**src/rtl/dlx_pkg.sv**
```systemverilog
// dlx_pkg: shared pipeline-control types (controller state encoding, register index).
package dlx_pkg;
    typedef logic [4:0] reg_idx_t;
    typedef enum logic [1:0] {
        RUN        = 2'd0,
        LOAD_STALL = 2'd1,
        FLUSH      = 2'd2,
        MEM_WAIT   = 2'd3
    } ctrl_state_t;
endpackage

```
**src/rtl/pipe_ctrl_hazard_detect.sv**
```systemverilog
// hazard_detect: combinational load-use hazard check between the ID sources and the EX load destination.
module hazard_detect
    import dlx_pkg::*;
(
    input  reg_idx_t i_rs1,
    input  reg_idx_t i_rs2,
    input  logic     i_rs1_used,
    input  logic     i_rs2_used,
    input  reg_idx_t i_rd,
    input  logic     i_load,
    output logic     o_hazard
);
    assign o_hazard = i_load && i_rd != '0 &&
                      ((i_rs1_used && i_rs1 == i_rd) || (i_rs2_used && i_rs2 == i_rd));
endmodule

```
**src/rtl/pipe_ctrl.sv**
```systemverilog
// pipe_ctrl: DLX pipeline stall/flush controller with memory-wait freeze.
// Define PIPE_CTRL_PERF_EN to build the saturating stall/flush performance counters.
module pipe_ctrl
    import dlx_pkg::*;
#(
    parameter int LOAD_LAT     = 1,
    parameter int FLUSH_CYCLES = 2
) (
    input  logic        clk,
    input  logic        reset,
    input  reg_idx_t    Rs1_ID,
    input  reg_idx_t    Rs2_ID,
    input  logic        rs1_used_ID,
    input  logic        rs2_used_ID,
    input  reg_idx_t    Rd_EX,
    input  logic        d_load_enable_EX,
    input  logic        pc_cmd_EX,
    input  logic        d_ready,
    output logic        hold_IF,
    output logic        hold_ID,
    output logic        bubble_EX,
    output logic        flush_ID,
    output logic        hold_EX,
    output logic [1:0]  ctrl_state,
    output logic [31:0] stall_cnt,
    output logic [31:0] flush_cnt
);
    ctrl_state_t r_state, r_saved, w_eff, w_next_state, w_next_saved;
    logic [2:0]  r_cnt, w_next_cnt;
    logic        w_hazard, w_hold_if, w_hold_id, w_bubble, w_flush, w_hold_ex;

    hazard_detect u_hazard (
        .i_rs1      (Rs1_ID),
        .i_rs2      (Rs2_ID),
        .i_rs1_used (rs1_used_ID),
        .i_rs2_used (rs2_used_ID),
        .i_rd       (Rd_EX),
        .i_load     (d_load_enable_EX),
        .o_hazard   (w_hazard)
    );

    // While frozen, the interrupted state drives behaviour as soon as memory is ready again.
    assign w_eff = (r_state == MEM_WAIT) ? r_saved : r_state;

    always_comb begin
        w_hold_if    = 1'b0;
        w_hold_id    = 1'b0;
        w_bubble     = 1'b0;
        w_flush      = 1'b0;
        w_hold_ex    = 1'b0;
        w_next_state = r_state;
        w_next_cnt   = r_cnt;
        w_next_saved = r_saved;
        if (!d_ready) begin
            w_hold_if    = 1'b1;
            w_hold_id    = 1'b1;
            w_hold_ex    = 1'b1;
            w_next_state = MEM_WAIT;
            w_next_saved = w_eff;
        end else if (w_eff == LOAD_STALL || w_eff == FLUSH) begin
            w_hold_if    = (w_eff == LOAD_STALL);
            w_hold_id    = (w_eff == LOAD_STALL);
            w_flush      = (w_eff == FLUSH);
            w_bubble     = 1'b1;
            w_next_cnt   = r_cnt - 3'd1;
            w_next_state = (r_cnt == 3'd1) ? RUN : w_eff;
        end else if (pc_cmd_EX) begin
            w_flush      = 1'b1;
            w_bubble     = 1'b1;
            w_next_state = (FLUSH_CYCLES > 1) ? FLUSH : RUN;
            w_next_cnt   = 3'(FLUSH_CYCLES - 1);
        end else if (w_hazard) begin
            w_hold_if    = 1'b1;
            w_hold_id    = 1'b1;
            w_bubble     = 1'b1;
            w_next_state = (LOAD_LAT > 1) ? LOAD_STALL : RUN;
            w_next_cnt   = 3'(LOAD_LAT - 1);
        end else begin
            w_next_state = RUN;
        end
    end

    always_ff @(posedge clk or posedge reset) begin
        if (reset) begin
            r_state <= RUN;
            r_saved <= RUN;
            r_cnt   <= 3'd0;
        end else begin
            r_state <= w_next_state;
            r_saved <= w_next_saved;
            r_cnt   <= w_next_cnt;
        end
    end

    assign hold_IF    = w_hold_if & ~reset;
    assign hold_ID    = w_hold_id & ~reset;
    assign bubble_EX  = w_bubble  & ~reset;
    assign flush_ID   = w_flush   & ~reset;
    assign hold_EX    = w_hold_ex & ~reset;
    assign ctrl_state = r_state;

`ifdef PIPE_CTRL_PERF_EN
    logic [31:0] r_stall_cnt, r_flush_cnt;
    logic        w_branch;

    assign w_branch = d_ready && w_eff == RUN && pc_cmd_EX;

    always_ff @(posedge clk or posedge reset) begin
        if (reset) begin
            r_stall_cnt <= '0;
            r_flush_cnt <= '0;
        end else begin
            if (w_hold_id && r_stall_cnt != '1)
                r_stall_cnt <= r_stall_cnt + 32'd1;
            if (w_branch && r_flush_cnt != '1)
                r_flush_cnt <= r_flush_cnt + 32'd1;
        end
    end

    assign stall_cnt = r_stall_cnt;
    assign flush_cnt = r_flush_cnt;
`else
    assign stall_cnt = '0;
    assign flush_cnt = '0;
`endif
endmodule

```
**config.mk**
```make
export PLATFORM = sky130hd
export DESIGN_NAME = pipe_ctrl
export DESIGN_NICKNAME = d
export VERILOG_FILES = /design/src/rtl/dlx_pkg.sv /design/src/rtl/pipe_ctrl_hazard_detect.sv /design/src/rtl/pipe_ctrl.sv
export SDC_FILE = /design/constraint.sdc
export NUM_CORES = 1
export LEC_CHECK = 0
export BUFFER_PORTS_ARGS = -buffer_cell sky130_fd_sc_hd__buf_4
export CAP_MARGIN = 20
export CORE_MARGIN = 2
export CORE_UTILIZATION = 35
export DETAILED_ROUTE_END_ITERATION = 8
export GPL_TIMING_DRIVEN = 0
export PLACE_DENSITY = 0.83
export SLEW_MARGIN = 20
export SYNTH_ARGS = -nofsm -noshare
export SYNTH_HDL_FRONTEND = slang
export SYNTH_SLANG_ARGS = --single-unit
```
**constraint.sdc**
```tcl
create_clock -name clk -period 2.1 [get_ports clk]
set_clock_uncertainty 0.15 [all_clocks]
set_input_delay 0.315 -clock clk [delete_from_list [all_inputs] [get_ports clk]]
set_output_delay 0.315 -clock clk [all_outputs]
set_load 0.01 [all_outputs]
```
* After elaboration in Yosys (flattened, before gate mapping)
Cells that the tools add are included.
Word-level totals: word-level logic and storage cells 43, input port bits 22, output and inout port bits 71, register bits 7
Operators by class: reductions and logical operators 9, equality and inequality tests 6, bitwise logic cells 5, mux-type cells 19, add/sub/neg operators 1
Operators by type and width (count):
- 1-bit two-way mux | 11
- 5-bit == test | 2
- 2-bit two-way mux | 5
- 3-bit two-way mux | 3
- 5-bit nonzero test | 1
- 1-bit bitwise AND | 4
- 2-bit == test (second input constant) | 2
- 1-bit logical AND | 4
- 3-bit by 1-bit == test with 1-bit output (second input constant) | 1
- 3-bit nonzero test | 1
- 3-bit by 1-bit subtractor with 3-bit output (second input constant) | 1
- 2-bit by 1-bit == test with 1-bit output (second input constant) | 1
- 1-bit logical OR | 2
- 2-bit AND reduction | 1
- 1-bit NOT | 1

* Logic depth before layout (Yosys ltp)
Gate-level depths: netlist of run 1.
word-level depth 9, depth in mapped cells 9, gate-level depth less buffers 8

* Cells and area by module
From an unflattened synthesis of run 1, not the netlist that was laid out.
Unflattened totals: cell total of the unflattened synthesis 139, area total of the unflattened synthesis 1127.3 sq um
Modules (own cells, without submodules):
- pipe_ctrl | times used 1, sequential area each 175.2 sq um, area an instance 993.5 sq um, cells each 122
- hazard_detect | times used 1, sequential area each 0.0 sq um, area an instance 133.9 sq um, cells each 17

* Worst setup path before layout of run 1
OpenSTA, ideal clock, no wires.
path kind reg-to-output, from register r_state[0] (netlist: ctrl_state[0]), to output port hold_IF, path slack -0.318 ns, path buffers 2, cell stages (with the launch flop) 10, required time 1.635 ns, data arrival time 1.953 ns, path through dfrtp_1 -> inv_1 -> o21ai_0 -> inv_1 -> ha_1 -> clkbuf_1 -> nand2b_1 -> nor3_1 -> a22o_1 -> buf_4
On the way: word-level cells in the longest chain between the ends 7, elaborated cells between the ends (all ways) 8
RTL lines:
- from (decl) | line pipe_ctrl.sv:28 | ctrl_state_t r_state, r_saved, w_eff, w_next_state, w_next_saved;
- from (signal assigned) | line pipe_ctrl.sv:89 | r_state <= w_next_state;
- 2-bit == test * | line pipe_ctrl.sv:43 | assign w_eff = (r_state == MEM_WAIT) ? r_saved : r_state;
- 2-bit two-way mux * | line pipe_ctrl.sv:43
- named net w_eff[1] | line pipe_ctrl.sv:28
- 2-bit by 1-bit == test with 1-bit output / 2-bit == test (equally long branches)
- 1-bit logical OR | line pipe_ctrl.sv:60 | end else if (w_eff == LOAD_STALL || w_eff == FLUSH) begin
- 1-bit two-way mux * (2 in a row)
- 1-bit bitwise AND *
- to (decl) | line pipe_ctrl.sv:19 | output logic hold_IF,
The timed path passes the listed nets; every way through them passes the cells marked *.

* Worst setup path after layout of run 1
from register r_saved[1], to output port hold_IF
On the way: word-level cells in the longest chain between the ends 6, elaborated cells between the ends (all ways) 7
RTL lines:
- from (decl) | line pipe_ctrl.sv:28
- from (signal assigned) | line pipe_ctrl.sv:90 | r_saved <= w_next_saved;
- 2-bit two-way mux * | line pipe_ctrl.sv:43
- named net w_eff[1] | line pipe_ctrl.sv:28
- 2-bit by 1-bit == test with 1-bit output / 2-bit == test (equally long branches) | line pipe_ctrl.sv:60, pipe_ctrl.sv:61
- 1-bit logical OR | line pipe_ctrl.sv:60
- 1-bit two-way mux * | line pipe_ctrl.sv:60
- 1-bit two-way mux * | line pipe_ctrl.sv:54 | if (!d_ready) begin
- 1-bit bitwise AND * | line pipe_ctrl.sv:95 | assign hold_IF = w_hold_if & ~reset;
Marks and branches as above.

==> run_results.csv, run 1 <==
group,metric,value,unit
die,die_w,60.3,um
min_path,hold_start,"pc_cmd_EX",
global_routing,antenna_found_initial,0,
clocking,clk-insertion-delay-late,0.26,ns
setup_path,r2r-start,"r_saved[1]",
setup_path,path_common_cell,"buf_6",
die,core,3030,um2
finish,diodes,0,
die,io_pins,93,
sta,holdWs,0.194,ns
global_routing,grt_pass1_vias,868,
setup_path,cp-end-kind,"primary output",
sta,final-hold-violation-count,0,
die,die_y,60.3,um
placement,port_buffers,28,
setup_path,worst_r2r_endpoint,"r_cnt[2]",
clocking,cts_root_buf,"clkbuf_4",
sta,tns,-0.298,ns
pwr,p_sw_share,40.5,%
sta,fmax,0.445,GHz
setup_path,path_max_fanout,4,
detailed_routing,first_iter_violations,17,
pwr,combPwrFrac,69.5,%
min_path,holdPathStages,3,
sta,drv_slew,0,
min_path,hp-class,"in -> reg",
sta,setup_slack,-0.146,ns
detailed_routing,wirelength,2230,um
synthesis,ys_ff_latch,7,
sta,rsz0062_at_grt,"true",
finish,nets,271,
clocking,clock_sinks,7,
pwr,switching_power,0.468,mW
pwr,clkPwrFrac,11.2,%
setup_path,crit_slowest_cell,"dfrtp_1",
detailed_routing,drc,0,
clocking,clk_pin_slew,0.05,ns
setup_path,cp.arrival,1.78,ns
pwr,p_int,0.686,mW
sta,finalCriticalPeriod,2.25,ns
synthesis,yosysUniqueCellTypes,27,
sta,fin_crit_sh,107,%
setup_path,path_class,"reg -> out",
placement,hpwlAfterDp,1910,um
detailed_routing,num_vias,1019,
synthesis,syn_area_per_cell,7.82,um2
pwr,power_frac_seq,19.4,%
clocking,numCtsBuffers,3,
global_routing,grt_max_degree,11,
finish,syn2layout_area_growth,59.6,%
finish,drive_gt1_share,47.5,%
status,violations,"setup timing",
die,die_area,3640,um2
min_path,worstHoldEndpoint,"ctrl_state[1]",
clocking,clock_path_buffers,2,
die,rows,20,
pwr,peakVddDrop,0.222,mV
die,start_util,36.7,%
status,status,"finished, violations left",
setup_path,r2r_slack,0.20,ns
detailed_routing,wl_per_cell,7.73,um
sta,setup_viol,4,
detailed_routing,drtAntennaViolNets,0,
placement,dp_slack,-0.0989,ns
setup_path,path_cells,"o21ai_4 -> inv_2 -> ha_4 -> nand2b_4 -> nor3_4 -> a22o_1 -> buf_6 -> buf_6",
global_routing,track_usage,12.5,%
detailed_routing,vias_per_cell,3.54,
synthesis,synth_seq_area_share,15.8,%
setup_path,worstSetupStartpointType,"flop",
synthesis,syn_area,1110,um2
synthesis,ys_warn_count,0,
finish,post-route-util,58.6,%
setup_path,cpPeakStageDelay,0.41,ns
pwr,power_density,651,nW/um2
clocking,cts_tree,"done",
clocking,h-tree-depth,1,
global_routing,grt_pass1_wl,3420,um
synthesis,synthCells,142,
placement,finalWeightedCongestion,0.830,
flow_run,drv_cap,0,
setup_path,required,1.63,ns
detailed_routing,first_pass_iters,4,
global_routing,grt-ovfl-total,0,
pwr,p_total,1.15,mW
setup_path,reg2reg_depth,8,
pwr,p_leak,1.04,nW
final cells by class:
type	instances	area, um2
Clock buffer	4	26.3
Sequential cell	7	175
Timing Repair Buffer	36	284
Multi-Input combinational cell	122	703
Buffer	66	495
Fill cell	276	1250
Tap cell	44	55.1
Inverter	9	33.8
worst max path at each step:
stage	from	end	slack, ns	cells past startpoint
2_1_floorplan	ctrl_state[0]	hold_IF	0.01	9
3_3_place_gp	ctrl_state[1]	hold_IF	-0.09	9
3_5_place_dp	ctrl_state[0]	hold_IF	-0.1	10
4_1_cts	ctrl_state[0]	hold_IF	-0.14	9
5_1_grt	r_saved[1]	hold_IF	-0.24	8
6_report	r_saved[1]	hold_IF	-0.15	8
timing repair:
action / in CTS / in global routing
setup endpoints to repair: 4 / 4
gates resized for setup: 8 / 2
hold buffers: 1 / 0
pin swaps: 6 / 2
buffers inserted: 6 / 1
endpoints found under the hold margin: 7 / 0
Yosys cell counts:
master | number | area share, %
a21o_1 | 2 | 1.4
o21ai_0 | 9 | 4.1
a221oi_1 | 1 | 0.79
nor4bb_1 | 1 | 0.90
and2_1 | 1 | 0.56
nor2_1 | 4 | 1.4
buf_4 | 65 | 44
clkbuf_1 | 2 | 0.68
dfrtp_1 | 7 | 16
nor3_1 | 1 | 0.45
a22o_1 | 1 | 0.79
inv_1 | 9 | 3.0
ha_1 | 4 | 4.5
nand2_1 | 7 | 2.4
nor3b_1 | 1 | 0.68
o21ba_2 | 1 | 0.90
o21ai_4 | 1 | 1.5
o22ai_1 | 1 | 0.56
nand2b_1 | 2 | 1.1
nand4_1 | 2 | 1.1
a32o_1 | 1 | 0.90
xnor2_1 | 10 | 7.9
o211ai_1 | 1 | 0.68
conb_1 | 1 | 0.34
a21oi_1 | 5 | 2.3
nor2_2 | 1 | 0.56
or4_4 | 1 | 1.0
layer usage:
layer  share of wire [%]  vias up  track usage (%)
met2                  54       60             23.4
met1                  33      420             12.2
li1                    -      534                -
met5                   0        -                0
met3                  12        5             4.90
met4                 1.1        0             5.08
per-stage QoR:
stage	cells	area, um2
after floorplan	205	1390
after CTS	287	1760
after global placement	277	1660
after detailed placement	277	1660
final	288	1770
after global routing	288	1770
flip-flops by register name, summed over array words and instances (netlist names):
signal	flops
r_cnt	3
ctrl_state	2
r_saved	2
power groups by stage:
stage          sequential [mW]  combinational, mW  clock [mW]
6_report                 0.223              0.801       0.129
5_1_grt                  0.231              0.894       0.138
4_1_cts                  0.223              0.777       0.134
3_5_place_dp             0.222              0.674           0
3_3_place_gp             0.218              0.660           0
2_1_floorplan            0.219              0.525           0
critical path: cells and delay by family (launching register included):
kind / cells / cell delay [ns]
compound gates: 2 / 0.36
simple gates: 2 / 0.22
buf+inv: 3 / 0.24
flops: 1 / 0.41
fa+ha+maj: 1 / 0.29
logic make-up after synthesis:
| kind of cell | count (synthesis) | share of synthesized area [%] |
|---|---|---|
| AND/OR/NAND/NOR | 21 | 10.1 |
| XOR/XNOR | 10 | 7.88 |
| AO/OA/AOI/OAI | 23 | 13.7 |
| flip-flops | 7 | 15.8 |
| other | 1 | 0.338 |
| buffers and inverters | 76 | 47.6 |
| adder cells (fa/ha/maj) | 4 | 4.50 |
cell usage in the layout, fill, tap and decap left out, types with 2 or more instances in the layout:
cell type,instances
inv_1,7
nor2_1,4
nand2_1,6
nand4_1,2
clkbuf_1,2
o21ai_0,7
buf_4,96
clkbuf_4,3
ha_1,3
a21oi_1,4
a21o_1,2
inv_2,2
xnor2_1,10
conb_1,64
buf_6,4
o21ai_4,3
dfrtp_1,7
Power figures use the tool's default switching activity.
==> run 2, diff against run 1 <==
--- a/config.mk
+++ b/config.mk
@@ -5,13 +5,14 @@
 export SDC_FILE = /design/constraint.sdc
 export NUM_CORES = 1
 export LEC_CHECK = 0
+export ABC_AREA = 1
 export BUFFER_PORTS_ARGS = -buffer_cell sky130_fd_sc_hd__buf_4
 export CAP_MARGIN = 20
 export CORE_MARGIN = 2
-export CORE_UTILIZATION = 35
+export CORE_UTILIZATION = 36
 export DETAILED_ROUTE_END_ITERATION = 8
 export GPL_TIMING_DRIVEN = 0
-export PLACE_DENSITY = 0.83
+export PLACE_DENSITY = 0.84
 export SLEW_MARGIN = 20
 export SYNTH_ARGS = -nofsm -noshare
 export SYNTH_HDL_FRONTEND = slang
==> run 2 against run 1 <==
The run still ends with setup timing left. Via count is 12% higher. Utilization grew 0.22 points. Clock power is essentially flat. Sequential share of layout area shrank 0.12 points. Sequential power is 4% higher. Total power up 6.5%. Clock-buffer cell count stayed put. Routed wire length up 8.8%. Global-route usage grew 0.59 points. Critical path type unchanged. Critical endpoint unchanged. Largest power group unchanged. Highest routed layer unchanged.
==> run_results.csv, run 2 <==
group,metric,value,unit
finish,ff_latch_area,175,um2
global_routing,track_usage,13.1,%
pwr,clkPwrFrac,10.4,%
sta,rsz0062_at_grt,"true",
synthesis,yosys.area.top_type_share,42.9,%
finish,layout_common_cells,"100 x buf_4, 64 x conb_1, 37 x nand2_1",
global_routing,grt_max_degree,9,
setup_path,worstSetupStartpointType,"flop",
finish,syn2layout_area_growth,55.4,%
clocking,clk-insertion-delay-late,0.26,ns
global_routing,grt-ovfl-total,0,
clocking,cts_tree,"done",
global_routing,grt_pass1_vias,988,
sta,fmax,0.435,GHz
sta,final-hold-violation-count,0,
sta,fin_crit_sh,110,%
clocking,h-tree-depth,1,
sta,setup_slack,-0.200,ns
die,die_y,60.6,um
die,die_area,3680,um2
status,status,"finished, violations left",
detailed_routing,wl_per_cell,7.45,um
synthesis,ys_ff_latch,7,
pwr,peakVddDrop,0.246,mV
pwr,p_int,0.708,mW
synthesis,synth_common_cells,"66 x buf_4, 37 x nand2_1, 20 x inv_1",
synthesis,syn_area,1150,um2
synthesis,synth_seq_area_share,15.2,%
detailed_routing,first_pass_iters,4,
synthesis,synthCells,178,
clocking,numCtsBuffers,3,
setup_path,path_class,"reg -> out",
die,core,3050,um2
detailed_routing,wirelength,2420,um
setup_path,required,1.63,ns
synthesis,yosys.area_share.adder,4.33,%
finish,largest_reg_flops,3,
finish,diodes,0,
pwr,p_leak,1.17,nW
placement,finalWeightedCongestion,0.815,
pwr,p_sw_share,42.4,%
setup_path,cp-end-kind,"primary output",
die,start_util,37.8,%
synthesis,synth_compound_area_share,5.42,%
setup_path,crit_slowest_cell,"dfrtp_1",
synthesis,yosysUniqueCellTypes,17,
finish,multi_input_area,666,um2
placement,dp_slack,-0.0998,ns
finish,fillers,315,
finish,drive_gt1_share,44.5,%
synthesis,synth_edf_count,0,
sta,holdWs,0.150,ns
clocking,cts_root_buf,"clkbuf_4",
synthesis,synthArstFlopShare,100,%
synthesis,synthMuxAreaShare,0,%
finish,largest_register,"r_cnt",
detailed_routing,drtAntennaViolNets,0,
synthesis,synth_area_leader_cell,"buf_4",
global_routing,grt_pass1_wl,3730,um
synthesis,syn_area_per_cell,6.49,um2
detailed_routing,first_iter_violations,37,
synthesis,synth_xor_xnor_area_share,0.758,%
setup_path,path_cells,"a21oi_2 -> inv_2 -> ha_4 -> inv_4 -> nor2_4 -> nand3_2 -> a21oi_2 -> buf_4 -> buf_6",
sta,tns,-0.499,ns
sta,setup_viol,4,
detailed_routing,vias_per_cell,3.52,
detailed_routing,drc,0,
synthesis,ys_warn_count,0,
pwr,power_frac_seq,19.0,%
die,rows,20,
pwr,switching_power,0.521,mW
clocking,clock_sinks,7,
flow_run,drv_cap,0,
synthesis,ys.flop_type,"dfrtp_1",
sta,finalCriticalPeriod,2.30,ns
min_path,hp-class,"in -> reg",
status,violations,"setup timing",
global_routing,antenna_found_initial,0,
clocking,clk_pin_slew,0.06,ns
placement,hpwlAfterDp,1990,um
pwr,power_density,685,nW/um2
die,io_pins,93,
detailed_routing,num_vias,1145,
pwr,combPwrFrac,70.6,%
finish,final_common_cell,"buf_4",
sta,drv_slew,0,
setup_path,path_common_cell,"a21oi_2",
synthesis,synth_most_common_cell,"buf_4",
setup_path,path_max_fanout,3,
synthesis,synthTopCellsByArea,"buf_4 43%, dfrtp_1 15%, nand2_1 12%, inv_1 6.5%, ha_1 4.3%",
die,die_w,60.6,um
pwr,p_total,1.23,mW
clocking,clock_path_buffers,2,
synthesis,synth_simple_gate_area_share,22.6,%
finish,nets,308,
placement,port_buffers,27,
setup_path,cp.arrival,1.84,ns
setup_path,cpPeakStageDelay,0.42,ns
synthesis,synth_top_family_by_area,"buffers and inverters",
[run 2: cell count changes after synthesis, sizes merged, moves of 2 or more]
| cell | delta |
|---|---|
| a21o | -2 |
| clkbuf | -2 |
| inv | +17 |
| nand2 | +32 |
| nand2b | -2 |
| nand3 | +7 |
| nor2 | +8 |
| o21ai | -4 |
| xnor2 | -9 |
[run 2: power groups by stage]
stage	Sequential [mW]	Combinational (mW)	Clock [mW]
5_1_grt	0.242	0.949	0.141
3_5_place_dp	0.229	0.634	0
4_1_cts	0.231	0.790	0.130
3_3_place_gp	0.226	0.621	0
2_1_floorplan	0.228	0.480	0
6_report	0.233	0.867	0.128
[run 2: final timing paths]
check                              startpoint            end  slack, ns  cells after the start
worst max register to register  ctrl_state[1]       r_cnt[2]       0.32                     11
worst min register to register       r_cnt[1]       r_cnt[1]       0.35                      2
max in group asynchronous               reset       r_cnt[2]       1.06                      3
worst max-delay path            ctrl_state[1]        hold_IF      -0.20                      9
worst min-delay path                  d_ready  ctrl_state[1]       0.15                      2
min in group asynchronous               reset     r_saved[1]       0.49                      3
[run 2: cells by family after synthesis]
family | count (synthesis)
buffers and inverters | 92
AND/OR/NAND/NOR | 61
AO/OA/AOI/OAI | 12
flip-flops | 7
adder cells (fa/ha/maj) | 4
XOR/XNOR | 1
other | 1
[run 2: per-layer routing]
| metal | GRT usage (%) | up-vias | wire, um |
|---|---|---|---|
| met5 | 0 | - | 0 |
| met4 | 5.90 | 0 | 32 |
| met3 | 2.99 | 6 | 271 |
| met2 | 26.6 | 62 | 1310 |
| met1 | 12.1 | 463 | 811 |
| li1 | - | 614 | - |
[run 2: critical path, delay by kind of cell, from the launching register on]
kind                       cells  cell delay, ns
DFF                            1            0.42
buffers and inverters          4            0.32
adders and majority gates      1            0.28
and+or+nand+nor                2            0.19
AOI/OAI and AO/OA              2            0.37
[run 2: metrics by stage]
stage | instances | util, % | instance area (um2)
3_5_place_dp | 312 | 54.7 | 1670
3_3_place_gp | 312 | 54.7 | 1670
6_report | 325 | 58.8 | 1790
5_1_grt | 325 | 58.8 | 1790
4_1_cts | 322 | 58.0 | 1770
2_1_floorplan | 241 | - | 1410
[run 2: cell type report]
class | instances | share of cell area, %
Multi-Input combinational cell | 142 | 37.1
Buffer | 66 | 27.6
Timing Repair Buffer | 36 | 15.4
Sequential cell | 7 | 9.76
Inverter | 26 | 5.58
Tap cell | 44 | 3.07
Clock buffer | 4 | 1.46
[run 2: repair_timing]
action                                 4_1_cts  5_1_grt
hold buffers                                 1        0
endpoints found under the hold margin        7        0
buffers inserted                             5        3
pin swaps                                    8        6
setup endpoints to repair                    4        4
resized for setup                           11        1
gates cloned                                 0        0
==> run 3, diff against run 2 <==
--- a/config.mk
+++ b/config.mk
@@ -12,8 +12,9 @@
 export CORE_UTILIZATION = 36
 export DETAILED_ROUTE_END_ITERATION = 8
 export GPL_TIMING_DRIVEN = 0
-export PLACE_DENSITY = 0.84
+export PLACE_DENSITY = 0.83
 export SLEW_MARGIN = 20
 export SYNTH_ARGS = -nofsm -noshare
 export SYNTH_HDL_FRONTEND = slang
+export SYNTH_HIERARCHICAL = 1
 export SYNTH_SLANG_ARGS = --single-unit
==> run 3 against run 2 <==
First-iteration DRC count down 49%. Synthesized area up 4.3%. Critical path type unchanged. Combinational power down 14%. Largest power group unchanged. Critical endpoint unchanged. The flow now finishes without violations.
==> run_results.csv, run 3 <==
group,metric,value,unit
clocking,clock_sinks,7,
sta,finalCriticalPeriod,2.08,ns
detailed_routing,wirelength,2340,um
finish,final_common_cell,"buf_4",
finish,fillers,310,
die,die_area,3830,um2
synthesis,synth_seq_area_share,14.5,%
sta,fmax,0.481,GHz
synthesis,yosysUniqueCellTypes,18,
global_routing,antenna_found_initial,0,
synthesis,ys_ff_latch,7,
pwr,p_leak,1.19,nW
flow_run,drv_cap,0,
sta,fin_crit_sh,99.1,%
synthesis,synthArstFlopShare,100,%
clocking,numCtsBuffers,3,
synthesis,syn_area_per_cell,6.44,um2
global_routing,track_usage,12.8,%
synthesis,ys_warn_count,6,
finish,diodes,0,
clocking,h-tree-depth,1,
placement,port_buffers,28,
finish,largest_register,"r_cnt",
sta,final-hold-violation-count,0,
setup_path,cp.arrival,1.62,ns
sta,drv_slew,0,
placement,dp_cells,324,
finish,ff_latch_area,175,um2
setup_path,worstSetupStartpointType,"flop",
clocking,cts_root_buf,"clkbuf_4",
detailed_routing,first_pass_iters,4,
synthesis,syn_area,1200,um2
die,die_y,61.9,um
synthesis,synth_area_leader_cell,"buf_4",
sta,rsz0062_at_grt,"true",
detailed_routing,wl_per_cell,6.99,um
clocking,clk_pin_slew,0.05,ns
setup_path,path_max_fanout,3,
synthesis,synthCells,187,
finish,nets,316,
synthesis,synth_common_cells,"65 x buf_4, 44 x nand2_1, 24 x inv_1",
setup_path,path_class,"reg -> out",
finish,layout_common_cells,"99 x buf_4, 64 x conb_1, 44 x nand2_1",
synthesis,synth_edf_count,0,
synthesis,yosys.area.top_type_share,40.5,%
finish,multi_input_area,701,um2
global_routing,grt_pass1_wl,3750,um
detailed_routing,drtAntennaViolNets,0,
finish,largest_reg_flops,3,
global_routing,grt_pass1_vias,983,
pwr,power_density,600,nW/um2
sta,holdWs,0.211,ns
synthesis,synthTopCellsByArea,"buf_4 40%, dfrtp_1 15%, nand2_1 14%, inv_1 7.5%, nor2_1 4.4%",
synthesis,ys.flop_type,"dfrtp_1",
pwr,peakVddDrop,0.380,mV
placement,hpwlAfterDp,2040,um
synthesis,synth_most_common_cell,"buf_4",
clocking,clock_path_buffers,2,
placement,finalWeightedCongestion,0.788,
status,status,"completed",
die,die_w,61.9,um
die,core,3280,um2
finish,drive_gt1_share,42.2,%
clocking,clk-insertion-delay-late,0.25,ns
detailed_routing,vias_per_cell,3.44,
die,io_pins,93,
die,rows,21,
global_routing,grt-ovfl-total,0,
clocking,cts_tree,"done",
die,start_util,36.7,%
detailed_routing,num_vias,1154,
min_path,hp-class,"in -> reg",
finish,final_cell_count_no_fill,335,
detailed_routing,first_iter_violations,19,
setup_path,r2r_slack,0.68,ns
finish,syn2layout_area_growth,50.9,%
detailed_routing,drc,0,
sta,setup_viol,0,
setup_path,cp-end-kind,"primary output",
setup_path,required,1.63,ns
global_routing,grt_max_degree,11,
==> run 3: repair_timing <==
action | CTS | global route
hold buffers | 1 | 0
endpoints found under the hold margin | 7 | 0
resized for setup | 1 | 9
endpoints found under the setup margin | 2 | 3
pin swaps | 1 | 6
buffers inserted | 5 | 2
==> run 3: cell type report <==
type | instances | area share [%]
multi-input cells | 152 | 38.5
clock buffers | 4 | 1.45
inverters | 25 | 5.51
flip-flops and latches | 7 | 9.64
plain buffers | 65 | 26.7
well taps | 46 | 3.17
repair buffers | 36 | 15.0
==> run 3: cells by family after synthesis <==
kind of cell             share of synthesized area [%]
AO/OA/AOI/OAI                                     5.71
adder cells (fa/ha/maj)                           4.15
buffers and inverters                             48.7
flip-flops                                        14.5
other                                            0.311
AND/OR/NAND/NOR                                   26.6
==> run 3: final timing paths <==
check                                end        from  cells after the start
min in group asynchronous       r_cnt[2]       reset                      3
setup reg to reg                r_cnt[2]  r_saved[0]                     10
hold reg to reg                 r_cnt[1]    r_cnt[1]                      2
max in group asynchronous     r_saved[0]       reset                      3
setup / recovery                 hold_IF  r_saved[0]                     10
hold / removal             ctrl_state[1]   pc_cmd_EX                      3
==> run 3: routing by layer <==
layer  share of wire, %  wire (um)  GRT usage (%)
met1                 39        906           15.1
met2                 50       1160           23.6
met3                 11        256           3.52
met4               0.81         19           2.13
met5                  0          0              0
==> run 3: where the power goes <==
part / switching [mW] / internal [mW] / total, mW / leakage (nW)
logic: 0.389 / 0.355 / 0.744 / 1.09
registers: 0.0366 / 0.186 / 0.223 / 0.0850
clock network: 0.0512 / 0.0726 / 0.124 / 0.0150
==> run 3: per-stage QoR <==
step / util (%) / power [mW] / worst slack (ns) / area, um2 / setup TNS, ns
after global placement: 52.0 / 0.818 / 0.0674 / 1710 / 0
final: 55.4 / 1.09 / 0.0195 / 1820 / 0
after CTS: 54.2 / 1.01 / 0.00969 / 1780 / 0
after global routing: 55.4 / 1.21 / -0.0822 / 1820 / -0.171
after detailed placement: 52.0 / 0.831 / 0.0407 / 1710 / 0
after floorplan: - / 0.697 / 0.0916 / 1440 / 0
==> run 3: worst max-delay path, stage by stage (launching register included) <==
cell and delay [ns]:
dfrtp_1 0.37, inv_1 0.05, nand2_1 0.05, nand2_2 0.08, inv_2 0.05, ha_4 0.26, inv_4 0.03, nor2_2 0.08
nand2_1 0.06, a21oi_2 0.17, buf_4 0.14
